### src/rtl/rv_ctrl_pkg.sv
// Shared constants for the multi-cycle RV32I controller: opcodes, FSM states,
// datapath select encodings, ALU op/ctrl codes and the per-state strobe bundle.
package rv_ctrl_pkg;

   localparam logic [6:0] OP_LW   = 7'b0000011;
   localparam logic [6:0] OP_SW   = 7'b0100011;
   localparam logic [6:0] OP_R    = 7'b0110011;
   localparam logic [6:0] OP_I    = 7'b0010011;
   localparam logic [6:0] OP_BEQ  = 7'b1100011;
   localparam logic [6:0] OP_JAL  = 7'b1101111;

   typedef enum logic [3:0] {
      S_FETCH, S_DECODE, S_MEMADR, S_MEMREAD, S_MEMWB, S_MEMWRITE,
      S_EXECR, S_EXECI, S_ALUWB, S_BEQ, S_JAL
   } mc_state_t;

   typedef enum logic [1:0] {
      RES_ALUOUT  = 2'b00,
      RES_MEMDATA = 2'b01,
      RES_ALU     = 2'b10
   } result_sel_t;

   typedef enum logic [1:0] {
      ASEL_PC    = 2'b00,
      ASEL_OLDPC = 2'b01,
      ASEL_RS1   = 2'b10
   } asel_t;

   typedef enum logic [1:0] {
      BSEL_RS2  = 2'b00,
      BSEL_IMM  = 2'b01,
      BSEL_FOUR = 2'b10
   } bsel_t;

   typedef enum logic [1:0] {
      IMM_I = 2'b00,
      IMM_S = 2'b01,
      IMM_B = 2'b10,
      IMM_J = 2'b11
   } ximm_sel_t;

   typedef enum logic [1:0] {
      ALUOP_ADD   = 2'b00,
      ALUOP_SUB   = 2'b01,
      ALUOP_FUNCT = 2'b10
   } alu_op_t;

   localparam logic [2:0] ALU_ADD = 3'b000;
   localparam logic [2:0] ALU_SUB = 3'b001;
   localparam logic [2:0] ALU_AND = 3'b010;
   localparam logic [2:0] ALU_OR  = 3'b011;
   localparam logic [2:0] ALU_SLT = 3'b101;

   typedef struct packed {
      logic        ir_wren;
      logic        adr_src;
      logic        mem_wren;
      logic        regfile_wren;
      logic        pc_update;
      logic        branch;
      result_sel_t result;
      asel_t       asel;
      bsel_t       bsel;
      alu_op_t     op;
   } strobes_t;

   function automatic logic is_supported(input logic [6:0] op);
      return op inside {OP_LW, OP_SW, OP_R, OP_I, OP_BEQ, OP_JAL};
   endfunction

endpackage

### src/rtl/multicycle_controller_if.sv
// Controller <-> datapath bundle: instruction fields and flags in, control strobes out.
interface mc_ctrl_if;
   logic [6:0] opcode;
   logic [2:0] funct3;
   logic       funct7b5;
   logic       zero;
   logic       mem_ready;
   logic       pc_wren;
   logic       adr_src;
   logic       mem_wren;
   logic       ir_wren;
   logic       regfile_wren;
   logic [1:0] result_sel;
   logic [1:0] alu_asel;
   logic [1:0] alu_bsel;
   logic [1:0] ximm_sel;
   logic [2:0] alu_ctrl;
   logic       illegal_instr;

   modport ctrl (
      input  opcode, funct3, funct7b5, zero, mem_ready,
      output pc_wren, adr_src, mem_wren, ir_wren, regfile_wren, result_sel,
             alu_asel, alu_bsel, ximm_sel, alu_ctrl, illegal_instr
   );

   modport dp (
      output opcode, funct3, funct7b5, zero, mem_ready,
      input  pc_wren, adr_src, mem_wren, ir_wren, regfile_wren, result_sel,
             alu_asel, alu_bsel, ximm_sel, alu_ctrl, illegal_instr
   );
endinterface

### src/rtl/multicycle_controller_alu_decoder.sv
// ALU decoder: maps the FSM's ALU op plus funct3/funct7b5/opcode[5] to alu_ctrl.
module alu_decoder
   import rv_ctrl_pkg::*;
(
   input  alu_op_t    alu_op,
   input  logic [2:0] funct3,
   input  logic       funct7b5,
   input  logic       op5,
   output logic [2:0] alu_ctrl
);

   always_comb begin
      alu_ctrl = ALU_ADD;
      case (alu_op)
         ALUOP_SUB: alu_ctrl = ALU_SUB;
         ALUOP_FUNCT: begin
            case (funct3)
               // funct7b5 only means sub for R-type; addi reuses that bit as immediate
               3'b000:  alu_ctrl = (funct7b5 & op5) ? ALU_SUB : ALU_ADD;
               3'b010:  alu_ctrl = ALU_SLT;
               3'b110:  alu_ctrl = ALU_OR;
               3'b111:  alu_ctrl = ALU_AND;
               default: alu_ctrl = ALU_ADD;
            endcase
         end
         default: alu_ctrl = ALU_ADD;
      endcase
   end

endmodule

### src/rtl/multicycle_controller.sv
// Moore FSM sequencing the multi-cycle RV32I datapath (lw, sw, R, I, beq, jal).
// Define MC_CTRL_MEM_WAIT_EN to stall FETCH/MEMREAD/MEMWRITE on mem_ready.
module multicycle_controller
   import rv_ctrl_pkg::*;
(
   input logic  clk,
   input logic  rst_n,
   mc_ctrl_if.ctrl bus
);

   mc_state_t  state;
   strobes_t   strb;
   logic       is_store;
   logic       ready;
   logic       gate;
   ximm_sel_t  ximm;

   function automatic mc_state_t next_state(input mc_state_t s, input logic [6:0] op,
                                            input logic st, input logic rdy);
      mc_state_t n;
      n = S_FETCH;
      case (s)
         S_FETCH:    n = rdy ? S_DECODE : S_FETCH;
         S_DECODE: begin
            case (op)
               OP_LW, OP_SW: n = S_MEMADR;
               OP_R:         n = S_EXECR;
               OP_I:         n = S_EXECI;
               OP_BEQ:       n = S_BEQ;
               OP_JAL:       n = S_JAL;
               default:      n = S_FETCH;
            endcase
         end
         S_MEMADR:   n = st ? S_MEMWRITE : S_MEMREAD;
         S_MEMREAD:  n = rdy ? S_MEMWB : S_MEMREAD;
         S_MEMWRITE: n = rdy ? S_FETCH : S_MEMWRITE;
         S_EXECR, S_EXECI, S_JAL: n = S_ALUWB;
         default:    n = S_FETCH;
      endcase
      return n;
   endfunction

   function automatic strobes_t strobes_of(input mc_state_t s);
      strobes_t t;
      t = '0;
      case (s)
         S_FETCH: begin
            t.ir_wren = 1'b1;  t.pc_update = 1'b1;
            t.bsel = BSEL_FOUR; t.result = RES_ALU;
         end
         S_DECODE:   begin t.asel = ASEL_OLDPC; t.bsel = BSEL_IMM; end
         S_MEMADR:   begin t.asel = ASEL_RS1;   t.bsel = BSEL_IMM; end
         S_MEMREAD:  t.adr_src = 1'b1;
         S_MEMWRITE: begin t.adr_src = 1'b1; t.mem_wren = 1'b1; end
         S_MEMWB:    begin t.result = RES_MEMDATA; t.regfile_wren = 1'b1; end
         S_EXECR:    begin t.asel = ASEL_RS1; t.bsel = BSEL_RS2; t.op = ALUOP_FUNCT; end
         S_EXECI:    begin t.asel = ASEL_RS1; t.bsel = BSEL_IMM; t.op = ALUOP_FUNCT; end
         S_ALUWB:    t.regfile_wren = 1'b1;
         S_BEQ: begin
            t.asel = ASEL_RS1; t.bsel = BSEL_RS2; t.op = ALUOP_SUB; t.branch = 1'b1;
         end
         S_JAL: begin
            t.asel = ASEL_OLDPC; t.bsel = BSEL_FOUR; t.pc_update = 1'b1;
         end
         default: t = '0;
      endcase
      return t;
   endfunction

`ifdef MC_CTRL_MEM_WAIT_EN
   assign ready = bus.mem_ready;
   // Qualify the memory-side writes so a stalled cycle never double-updates IR/PC/memory
   assign gate  = (state == S_FETCH || state == S_MEMWRITE) ? bus.mem_ready : 1'b1;
`else
   logic unused_mem_ready;
   assign unused_mem_ready = bus.mem_ready;
   assign ready = 1'b1;
   assign gate  = 1'b1;
`endif

   // Strobes are registered from the next state so they are valid from the first cycle of each state
   always_ff @(posedge clk) begin
      if (!rst_n) begin
         state    <= S_FETCH;
         strb     <= strobes_of(S_FETCH);
         is_store <= 1'b0;
      end else begin
         state <= next_state(state, bus.opcode, is_store, ready);
         strb  <= strobes_of(next_state(state, bus.opcode, is_store, ready));
         if (state == S_DECODE) is_store <= (bus.opcode == OP_SW);
      end
   end

   always_comb begin
      case (bus.opcode)
         OP_SW:   ximm = IMM_S;
         OP_BEQ:  ximm = IMM_B;
         OP_JAL:  ximm = IMM_J;
         default: ximm = IMM_I;
      endcase
   end

   alu_decoder u_alu_decoder (
      .alu_op   (strb.op),
      .funct3   (bus.funct3),
      .funct7b5 (bus.funct7b5),
      .op5      (bus.opcode[5]),
      .alu_ctrl (bus.alu_ctrl)
   );

   // Write strobes are held low combinationally while reset is asserted
   assign bus.ir_wren       = strb.ir_wren & gate & rst_n;
   assign bus.mem_wren      = strb.mem_wren & gate & rst_n;
   assign bus.regfile_wren  = strb.regfile_wren & rst_n;
   assign bus.pc_wren       = ((strb.pc_update & gate) | (strb.branch & bus.zero)) & rst_n;
   assign bus.adr_src       = strb.adr_src;
   assign bus.result_sel    = strb.result;
   assign bus.alu_asel      = strb.asel;
   assign bus.alu_bsel      = strb.bsel;
   assign bus.ximm_sel      = ximm;
   assign bus.illegal_instr = (state == S_DECODE) & ~is_supported(bus.opcode);

endmodule

### src/flat_wrapper.sv
// flat-port wrapper written by rule: the top's interface ports become plain ports
module multicycle_controller_flat import rv_ctrl_pkg::*;
  (clk, rst_n, bus_opcode, bus_funct3, bus_funct7b5, bus_zero, bus_mem_ready, bus_pc_wren, bus_adr_src, bus_mem_wren, bus_ir_wren, bus_regfile_wren, bus_result_sel, bus_alu_asel, bus_alu_bsel, bus_ximm_sel, bus_alu_ctrl, bus_illegal_instr);
  mc_ctrl_if bus_i ();
  input logic clk;
  input logic rst_n;
  input wire logic [$bits(bus_i.opcode)-1:0] bus_opcode;
  input wire logic [$bits(bus_i.funct3)-1:0] bus_funct3;
  input wire logic [$bits(bus_i.funct7b5)-1:0] bus_funct7b5;
  input wire logic [$bits(bus_i.zero)-1:0] bus_zero;
  input wire logic [$bits(bus_i.mem_ready)-1:0] bus_mem_ready;
  output wire logic [$bits(bus_i.pc_wren)-1:0] bus_pc_wren;
  output wire logic [$bits(bus_i.adr_src)-1:0] bus_adr_src;
  output wire logic [$bits(bus_i.mem_wren)-1:0] bus_mem_wren;
  output wire logic [$bits(bus_i.ir_wren)-1:0] bus_ir_wren;
  output wire logic [$bits(bus_i.regfile_wren)-1:0] bus_regfile_wren;
  output wire logic [$bits(bus_i.result_sel)-1:0] bus_result_sel;
  output wire logic [$bits(bus_i.alu_asel)-1:0] bus_alu_asel;
  output wire logic [$bits(bus_i.alu_bsel)-1:0] bus_alu_bsel;
  output wire logic [$bits(bus_i.ximm_sel)-1:0] bus_ximm_sel;
  output wire logic [$bits(bus_i.alu_ctrl)-1:0] bus_alu_ctrl;
  output wire logic [$bits(bus_i.illegal_instr)-1:0] bus_illegal_instr;
  assign bus_i.opcode = bus_opcode;
  assign bus_i.funct3 = bus_funct3;
  assign bus_i.funct7b5 = bus_funct7b5;
  assign bus_i.zero = bus_zero;
  assign bus_i.mem_ready = bus_mem_ready;
  assign bus_pc_wren = bus_i.pc_wren;
  assign bus_adr_src = bus_i.adr_src;
  assign bus_mem_wren = bus_i.mem_wren;
  assign bus_ir_wren = bus_i.ir_wren;
  assign bus_regfile_wren = bus_i.regfile_wren;
  assign bus_result_sel = bus_i.result_sel;
  assign bus_alu_asel = bus_i.alu_asel;
  assign bus_alu_bsel = bus_i.alu_bsel;
  assign bus_ximm_sel = bus_i.ximm_sel;
  assign bus_alu_ctrl = bus_i.alu_ctrl;
  assign bus_illegal_instr = bus_i.illegal_instr;
  multicycle_controller u_core (.clk(clk), .rst_n(rst_n), .bus(bus_i));
endmodule
### config.mk
export PLATFORM = sky130hd
export DESIGN_NAME = multicycle_controller_flat
export DESIGN_NICKNAME = d
export VERILOG_FILES = /design/src/rtl/rv_ctrl_pkg.sv /design/src/rtl/multicycle_controller_if.sv /design/src/rtl/multicycle_controller_alu_decoder.sv /design/src/rtl/multicycle_controller.sv /design/src/flat_wrapper.sv
export SDC_FILE = /design/constraint.sdc
export NUM_CORES = 1
export LEC_CHECK = 0
export CORE_MARGIN = 5
export CORE_UTILIZATION = 41
export CTS_BUF_LIST = sky130_fd_sc_hd__clkbuf_4 sky130_fd_sc_hd__clkbuf_8
export DETAILED_ROUTE_END_ITERATION = 12
export PLACE_DENSITY = 0.77
export SLEW_MARGIN = 30
export SYNTH_ARGS = -nofsm -noshare
export SYNTH_HDL_FRONTEND = slang
export SYNTH_SLANG_ARGS = --single-unit
### constraint.sdc
create_clock -name clk -period 1.8 [get_ports clk]
set_input_delay 0.36 -clock clk [delete_from_list [all_inputs] [get_ports clk]]
set_output_delay 0.36 -clock clk [all_outputs]
set_load 0.02 [all_outputs]
# ---- Yosys cells after proc, flatten, opt, wreduce, memory -nomap -nowiden
# Index checks and enable logic that the tools add are counted.
# W data, S select, Z words.
dict set report word_totals {
  regBits 19
  inputBits 15
  out_inout_bits 17
  wordCells 79
}
dict set report classes {
  eq_ne 27
  muxes 18
  bitwise 9
  n_reduce_logical 13
}
# op n
set ops {}
lappend ops {{$pmux W4 S5} 2}
lappend ops {{$eq A4 B3 Y1 const B} 6}
lappend ops {{$eq A4 B2 Y1 const B} 4}
lappend ops {{$eq A4 B4 Y1 const B} 4}
lappend ops {{$pmux W2 S2} 4}
lappend ops {{$eq A7 B6 Y1 const B} 2}
lappend ops {{$eq A7 B7 Y1 const B} 2}
lappend ops {{$pmux W3 S4} 1}
lappend ops {{$reduce_or A2 Y1} 6}
lappend ops {{$eq A4 B1 Y1 const B} 2}
lappend ops {{$logic_not A4 Y1} 2}
lappend ops {{$and A1 B1 Y1} 7}
lappend ops {{$eq A7 B2 Y1 const B} 1}
lappend ops {{$eq A7 B5 Y1 const B} 1}
lappend ops {{$mux W1} 7}
lappend ops {{$eq A3 B3 Y1 const B} 2}
lappend ops {{$pmux W2 S3} 1}
lappend ops {{$pmux W3 S2} 1}
lappend ops {{$reduce_bool A6 Y1} 1}
lappend ops {{$reduce_or A3 Y1} 2}
lappend ops {{$mux W4} 1}
lappend ops {{$reduce_or A4 Y1} 1}
lappend ops {{$eq A3 B2 Y1 const B} 1}
lappend ops {{$logic_not A3 Y1} 1}
lappend ops {{5 further kinds} 5}

# ---- Logic depth before layout (Yosys ltp)
# Gate-level depths: netlist (run 1).
dict set report logic_depth {
  depth_word 8
  depth_mapped 6
  mapped_depth_nobuf 5
}

# ---- Hierarchy
# A second synthesis (run 1) with hierarchy kept.
dict set report unflattened {
  hier_cells 103
  area_unflattened_um2 977.2
}
# module instances cells_each area_per_inst_um2 seq_area_each_um2
set by_module_without_submodules {}
lappend by_module_without_submodules {multicycle_controller 1 92 880.8 340.3}
lappend by_module_without_submodules {alu_decoder 1 11 96.3 0.0}

# ---- Worst setup path after synthesis (run 1)
# Ideal clock, no wire load.
dict set report synth_path {
  path_type {flip-flop to flip-flop}
  from {register u_core.state[1]}
  to {register u_core.strb (netlist bit u_core.bus.alu_bsel[0])}
  setup_time_ns 0.117
  arrival_ns 1.828
  t_required_ns 1.683
  slack_ns -0.145
  path_stages_with_launch 6
  n_path_buf 0
  period_less_slack_ns 1.945
  cell_sequence {dfxtp_1 -> or4b_4 -> or4_4 -> o21bai_4 -> xnor2_1 -> a32o_1}
}
dict set report synth_via {
  elab_chain_len 7
  word_cells_on_any_way 18
  cone_classes {eq/ne (10); mux (3); reduce/logical (5)}
}
# element line
set synth_rtl {}
lappend synth_rtl {{start, declared} multicycle_controller.sv:11} ;# mc_state_t state;
lappend synth_rtl {{start signal, assigned} multicycle_controller.sv:88} ;# state <= next_state(state, bus.opcode, is_store, ready);
lappend synth_rtl {{$eq A4 B3 Y1 / $eq A4 B4 Y1 (equally long branches)} multicycle_controller.sv:22} ;# case (s)
lappend synth_rtl {{$reduce_or A3 Y1} multicycle_controller.sv:22}
lappend synth_rtl {{$pmux W4 S5 *} multicycle_controller.sv:22}
lappend synth_rtl {{$mux W4 *} multicycle_controller.sv:83} ;# if (!rst_n) begin
lappend synth_rtl {{$eq A4 B1 Y1, or another cell as far along} multicycle_controller.sv:46} ;# case (s)
lappend synth_rtl {{$reduce_or A3 Y1 (no source line) / $reduce_or A2 Y1 (equally long branches)} -}
lappend synth_rtl {{$pmux W2 S2 *} multicycle_controller.sv:46}
lappend synth_rtl {{end signal, assigned} multicycle_controller.sv:85} ;# strb <= strobes_of(S_FETCH);
lappend synth_rtl {{end signal, assigned} multicycle_controller.sv:89} ;# strb <= strobes_of(next_state(state, bus.opcode, is_store, ready));
lappend synth_rtl {{end, declared} multicycle_controller.sv:12} ;# strobes_t strb;
# Every way passes the cells marked *; elsewhere a longest branch is shown, timed or not. The select of a mux whose other input is x is not followed.
# A chain may end at the register's enable or synchronous reset.

# ---- Worst setup path in the final report (run 1)
# Ends and elaborated chain as after synthesis.

==> results of run 1 <==
[metrics by stage]
step	TNS [ns]	setup WS, ns	cells
CTS	-1.23	-0.187	187
finish	-1.73	-0.223	190
floorplan	-0.155	-0.118	105
global route	-2.49	-0.292	190
detailed placement	-10.22	-0.639	179
global placement	-9.48	-0.583	179
[worst max-delay path, delay by kind of cell, from the launching register on]
| kind | cells | cell delay (ns) |
|---|---|---|
| compound gates | 2 | 0.48 |
| xor+xnor | 1 | 0.08 |
| flops | 1 | 0.33 |
| simple gates | 2 | 1.02 |
[worst paths after layout]
check / to / slack (ns) / cells after the start / start
max: u_core.bus.alu_bsel[0] / -0.22 / 5 / u_core.state[1]
min: u_core.is_store / 0.48 / 2 / u_core.is_store
max reg2reg: u_core.bus.alu_bsel[0] / -0.22 / 5 / u_core.state[1]
min reg2reg: u_core.is_store / 0.48 / 2 / u_core.is_store
[layout make-up]
class                           instances  area (um2)  share of cell area
Multi-Input combinational cell         73         634               0.396
Timing Repair Buffer                   61         534               0.334
Sequential cell                        17         342               0.213
Tap cell                               28        35.0              0.0219
Clock buffer                            4        30.0              0.0187
Inverter                                7        26.3              0.0164
[where the power goes]
group / internal [mW] / switching, mW / total [mW]
logic: 0.116 / 0.0995 / 0.215
clock network: 0.101 / 0.106 / 0.208
registers: 0.388 / 0.00415 / 0.392
total: 0.604 / 0.210 / 0.814
[placed cells by master, fill, tap and decap left out, types with 2 or more instances in the layout]
cell type        netlist  layout
ha_1                   2       2
nor3_1                 4       3
buf_2                  0       2
nand2b_1               2       2
buf_4                  6      29
a21oi_1                4       2
or3b_2                 2       2
dlygate4sd2_1          0       8
dlymetal6s2s_1         0       3
inv_1                  6       6
o21ai_2                0       3
clkbuf_4               0       4
nand2_1                5       4
a21oi_2                0       2
xnor2_2                0       2
dfxtp_1               17      16
buf_6                  1       6
and4_4                 0       2
nand4b_1               2       2
nor2_1                14      13
clkdlybuf4s50_1        0      11
and2_1                 3       3
nand3_1                3       3
[state kept, by name, summed over array words and instances, names as in the netlist]
register / count
u_core.strb: 6
u_core.state: 4
u_core.bus.alu_asel: 2
u_core.bus.alu_bsel: 2
u_core.bus.adr_src: 1
u_core.bus.result_sel: 1
u_core.is_store: 1
[logic make-up (layout without fill, tap and decap cells)]
logic type	Yosys count	after routing	share of synthesized area
AND/OR/NAND/NOR	49	49	0.321
adder cells (fa/ha/maj)	2	2	0.0274
XOR/XNOR	2	2	0.0192
AO/OA/AOI/OAI	19	19	0.155
buffers and inverters	15	72	0.0945
flip-flops	17	17	0.373
multiplexers	1	1	0.0110
[per-layer routing]
metal  up-vias  wire [um]
li1        484          -
met5         -          0
met1       503       1240
met3         6        174
met4         0         41
met2        35       1550
[what timing repair did]
action	4_1_cts	5_1_grt
pin swaps	9	13
setup buffers	4	3
endpoints found under the setup margin	24	18
hold buffers	0	0
resized for setup	60	24
hold endpoints to repair	0	0
==> results.ini, run 1 <==
[outcome]
status = finished, violations left
violations = setup timing

[clocking]
root_buffer = clkbuf_4
worstSkewPairLatency_ns = 0.29
numClockSinks = 17
cts_buffers = 3
h-tree-depth = 1
clockBufferDepth = 2
clk_pin_slew_ns = 0.08
cts_tree = yes

[placed_design]
dpl_cell_area_mm2 = 0.00137
port_buffers = 30
dp_hpwl_mm = 1.80
globalplace.congestion = 0.765

[worst_hold_path]
hold_path.class = register to register

[yosys]
ys_ff_latch = 17
synth_edf_count = 0
syn_inst = 105
yosysWarnings = 0
synth.most_common_cell = dfxtp_1
synthFlopType = dfxtp_1
synth_common_cells = dfxtp_1 (17), nor2_1 (14), buf_4 (6), inv_1 (6), nand2_1 (5)
synth_top_area_frac = 0.373
synth_area_leader_cell = dfxtp_1
synth_area_per_cell_um2 = 8.70
synth_cell_types = 41
postSynthNetCount = 122
synth.area.top_cells = dfxtp_1 (37%), nor2_1 (5.8%), buf_4 (4.9%)
synthesis.area_um2 = 913
async_reset_ff_frac = 0
ys_seq_area_frac = 0.373

[worst_setup_path]
cp_cell_sequence = or4b_4, or4_4, o21bai_4, xnor2_2, a32o_1
crit_path_top_delay_cell = or4b_4
critPathCaptureType = register
cp.required_ns = 1.98
startpoint_type = register
cp_max_fo = 6
critPathArrivalTime_ns = 2.20
max_stage_delay_ns = 0.56
crit_type = register to register

[floorplanning]
core_mm2 = 0.00217
die_h_um = 57.2
initial_core_util = 0.421
die_area_mm2 = 0.00327
pin_count = 32
rows = 17
fp.dieW_um = 57.2

[global_routing]
grt_pass1_vias = 931
antenna_found_initial = 0
grt_pass1_wl_mm = 4.17
top_usage_layer = met2
met1_usage = 0.176
grt_use_met2 = 0.277
grt_max_degree = 10
gr-total-overflow = 0
grt_usage = 0.162
met3_usage = 0.0498

[power]
p_total_mw = 0.814
p_per_area_mw_per_mm2 = 508
irDropWorstVdd_uv = 462
p_leak_nw = 0.691

[sta]
fin_skew_ns = 0.000444
drv_slew = 0
period_needed_ns = 2.02
hold_viol_final = 0
period_share = 1.12
slew_headroom = 0.748
rsz0062_at_grt = true
layout_setup_ws_ns = -0.223
worstMarginPinSlew_ns = 0.374
setup_viol = 11
fmax_ghz = 0.494
holdWs_ns = 0.482

[finish]
syn_to_final_growth_pct = 75.3
fin_util = 0.738
fillers = 141
design_area_mm2 = 0.00160
n_antenna_cell = 0
layout.nets = 180
drive_above_1_share = 0.463

[route]
via_count = 1028
via_per_inst = 5.41
wl_per_cell_um = 15.8
wl_mm = 3.01
dr.pass1.iters = 4
first_iter_violations = 14
drc_errors = 0
antenna_left = 0

[run]
cap_violations = 0

(Power assumes the default switching activity.)
==> inputs of run 2 (changes only) <==
MAX_ROUTING_LAYER = met4   (was unset)
==> run 2 against run 1 <==
Against the previous run: the flow still finishes with violations (setup timing); sequential power hardly changed; register-to-register slack hardly changed; critical path depth stayed put; setup slack better by 0.0014 ns; power hardly changed; highest routed layer unchanged; clock skew is 0.0013 ns higher; die area stayed put.
==> results.ini, run 2 (synthesis gave the netlist of run 1 again) <==
[outcome]
status = finished, violations left
violations = setup timing

[placed_design]
dp.cells = 179  ; unchanged
globalplace.congestion = 0.775  ; +1.3%
port_buffers = 30  ; unchanged
dpl_cell_area_mm2 = 0.00137  ; unchanged
dp_hpwl_mm = 1.80  ; unchanged

[clocking]
postCtsHoldBufs = 0  ; unchanged
clk_pin_slew_ns = 0.08  ; about the same
clockBufferDepth = 2  ; unchanged
cts_tree = yes
root_buffer = clkbuf_4
h-tree-depth = 1  ; unchanged
worstSkewPairLatency_ns = 0.29  ; about the same
cts_buffers = 3  ; unchanged
numClockSinks = 17  ; unchanged

[finish]
design_area_mm2 = 0.00160  ; unchanged
final_cells = 190  ; unchanged
multi_input_area_um2 = 634  ; unchanged
syn_to_final_growth_pct = 75.3  ; unchanged
final_cell_mix = buf_4 (29), dfxtp_1 (16), nor2_1 (13)
seq_area_um2 = 342  ; unchanged
largest_reg_flops = 6  ; unchanged
drive_above_1_share = 0.463  ; unchanged
fillers = 141  ; unchanged
n_antenna_cell = 0  ; unchanged
layout.nets = 180  ; unchanged
largestRegisters = u_core.strb (6), u_core.state (4)
final_common_cell = buf_4
regMostFlops = u_core.strb

[run]
cap_violations = 0  ; unchanged

[route]
via_per_inst = 5.38  ; -0.58%
drc_errors = 0  ; unchanged
via_count = 1022  ; -0.58%
antenna_left = 0  ; unchanged
wl_per_cell_um = 15.8  ; -0.17%
dr.pass1.iters = 5  ; +1
first_iter_violations = 10  ; -4
wl_mm = 3.00  ; -0.17%

[power]
p_per_area_mw_per_mm2 = 509  ; about the same
irDropWorstVdd_uv = 462  ; about the same
p_leak_nw = 0.691  ; unchanged

[sta]
worstMarginPinSlew_ns = 0.375  ; +0.00145 ns
hold_viol_final = 0  ; unchanged
layout_setup_ws_ns = -0.222  ; +0.00136 ns
slew_headroom = 0.748  ; about the same
fin_skew_ns = 0.00176  ; +0.00132 ns
drv_slew = 0  ; unchanged
setup_viol = 11  ; unchanged
period_needed_ns = 2.02  ; -0.00136 ns
rsz0062_at_grt = true
period_share = 1.12  ; about the same
fmax_ghz = 0.495  ; about the same

[worst_setup_path]
r2r_cells = 5  ; unchanged
critPathArrivalTime_ns = 2.20  ; about the same
cp_max_fo = 6  ; unchanged
startpoint_type = register
critPathCaptureType = register
crit_type = register to register
cp.required_ns = 1.98  ; about the same

[floorplanning]
core_mm2 = 0.00217  ; unchanged
die_area_mm2 = 0.00327  ; unchanged
rows = 17  ; unchanged
pin_count = 32  ; unchanged
fp.dieW_um = 57.2  ; unchanged
die_h_um = 57.2  ; unchanged
initial_core_util = 0.421  ; unchanged

[worst_hold_path]
hold_path.class = register to register
holdPathStages = 2  ; unchanged

[global_routing]
antenna_found_initial = 0  ; unchanged
gr-total-overflow = 0  ; unchanged
grt_usage = 0.167  ; +0.00489
grt_pass1_vias = 931  ; unchanged
grt_max_degree = 10  ; unchanged
grt_pass1_wl_mm = 4.17  ; unchanged

==> run 2: cell counts in the layout (fill, tap and decap cells not counted) <==
Identical to the previous run, type by type.
==> run 2: power by group <==
part | total, mW | switching [mW] | internal (mW)
registers | 0.392 | 0.00412 | 0.388
clock network | 0.209 | 0.107 | 0.101
logic | 0.215 | 0.0991 | 0.116
==> run 2: stage by stage <==
stage	utilization	setup slack, ns	hold WS [ns]	TNS (ns)	total power, mW
finish	0.738	-0.222	0.483	-1.69	0.815
global route	0.738	-0.292	0.533	-2.49	0.863
CTS	0.685	-0.187	0.481	-1.23	0.788
detailed placement	0.632	-0.639	0.469	-10.22	0.569
global placement	0.632	-0.583	0.457	-9.48	0.566
floorplan	-	-0.118	0.442	-0.155	0.479
==> run 2: metal layers <==
| layer | share of wire | track usage | vias to the layer above |
|---|---|---|---|
| met5 | 0 | - | - |
| met4 | 0.015 | 0.0927 | 0 |
| met3 | 0.064 | 0.0498 | 8 |
| met2 | 0.51 | 0.277 | 38 |
| met1 | 0.41 | 0.176 | 491 |
| li1 | - | - | 485 |
==> run 2: layout make-up <==
class	count	area share
timing repair buffer	61	0.334
sequential	17	0.213
tap	28	0.0219
clock buffer	4	0.0187
multi-input combinational	73	0.396
inverter	7	0.0164
==> run 2: what timing repair did <==
item	in CTS	in global routing
gates resized for setup	60	24
pin swaps	9	13
endpoints found under the setup margin	24	18
buffers inserted	4	3
==> run 2: critical path: stages, from the launching register on <==
cell,delay (ns)
dfxtp_2,0.33
or4b_4,0.56
or4_4,0.46
o21bai_4,0.25
xnor2_2,0.08
a32o_1,0.23
==> run 2: final timing paths <==
| path | from | endpoint | slack [ns] |
|---|---|---|---|
| hold reg to reg | u_core.is_store | u_core.is_store | 0.48 |
| setup / recovery | u_core.state[1] | u_core.bus.alu_bsel[0] | -0.22 |
| hold / removal | u_core.is_store | u_core.is_store | 0.48 |
| setup reg to reg | u_core.state[1] | u_core.bus.alu_bsel[0] | -0.22 |
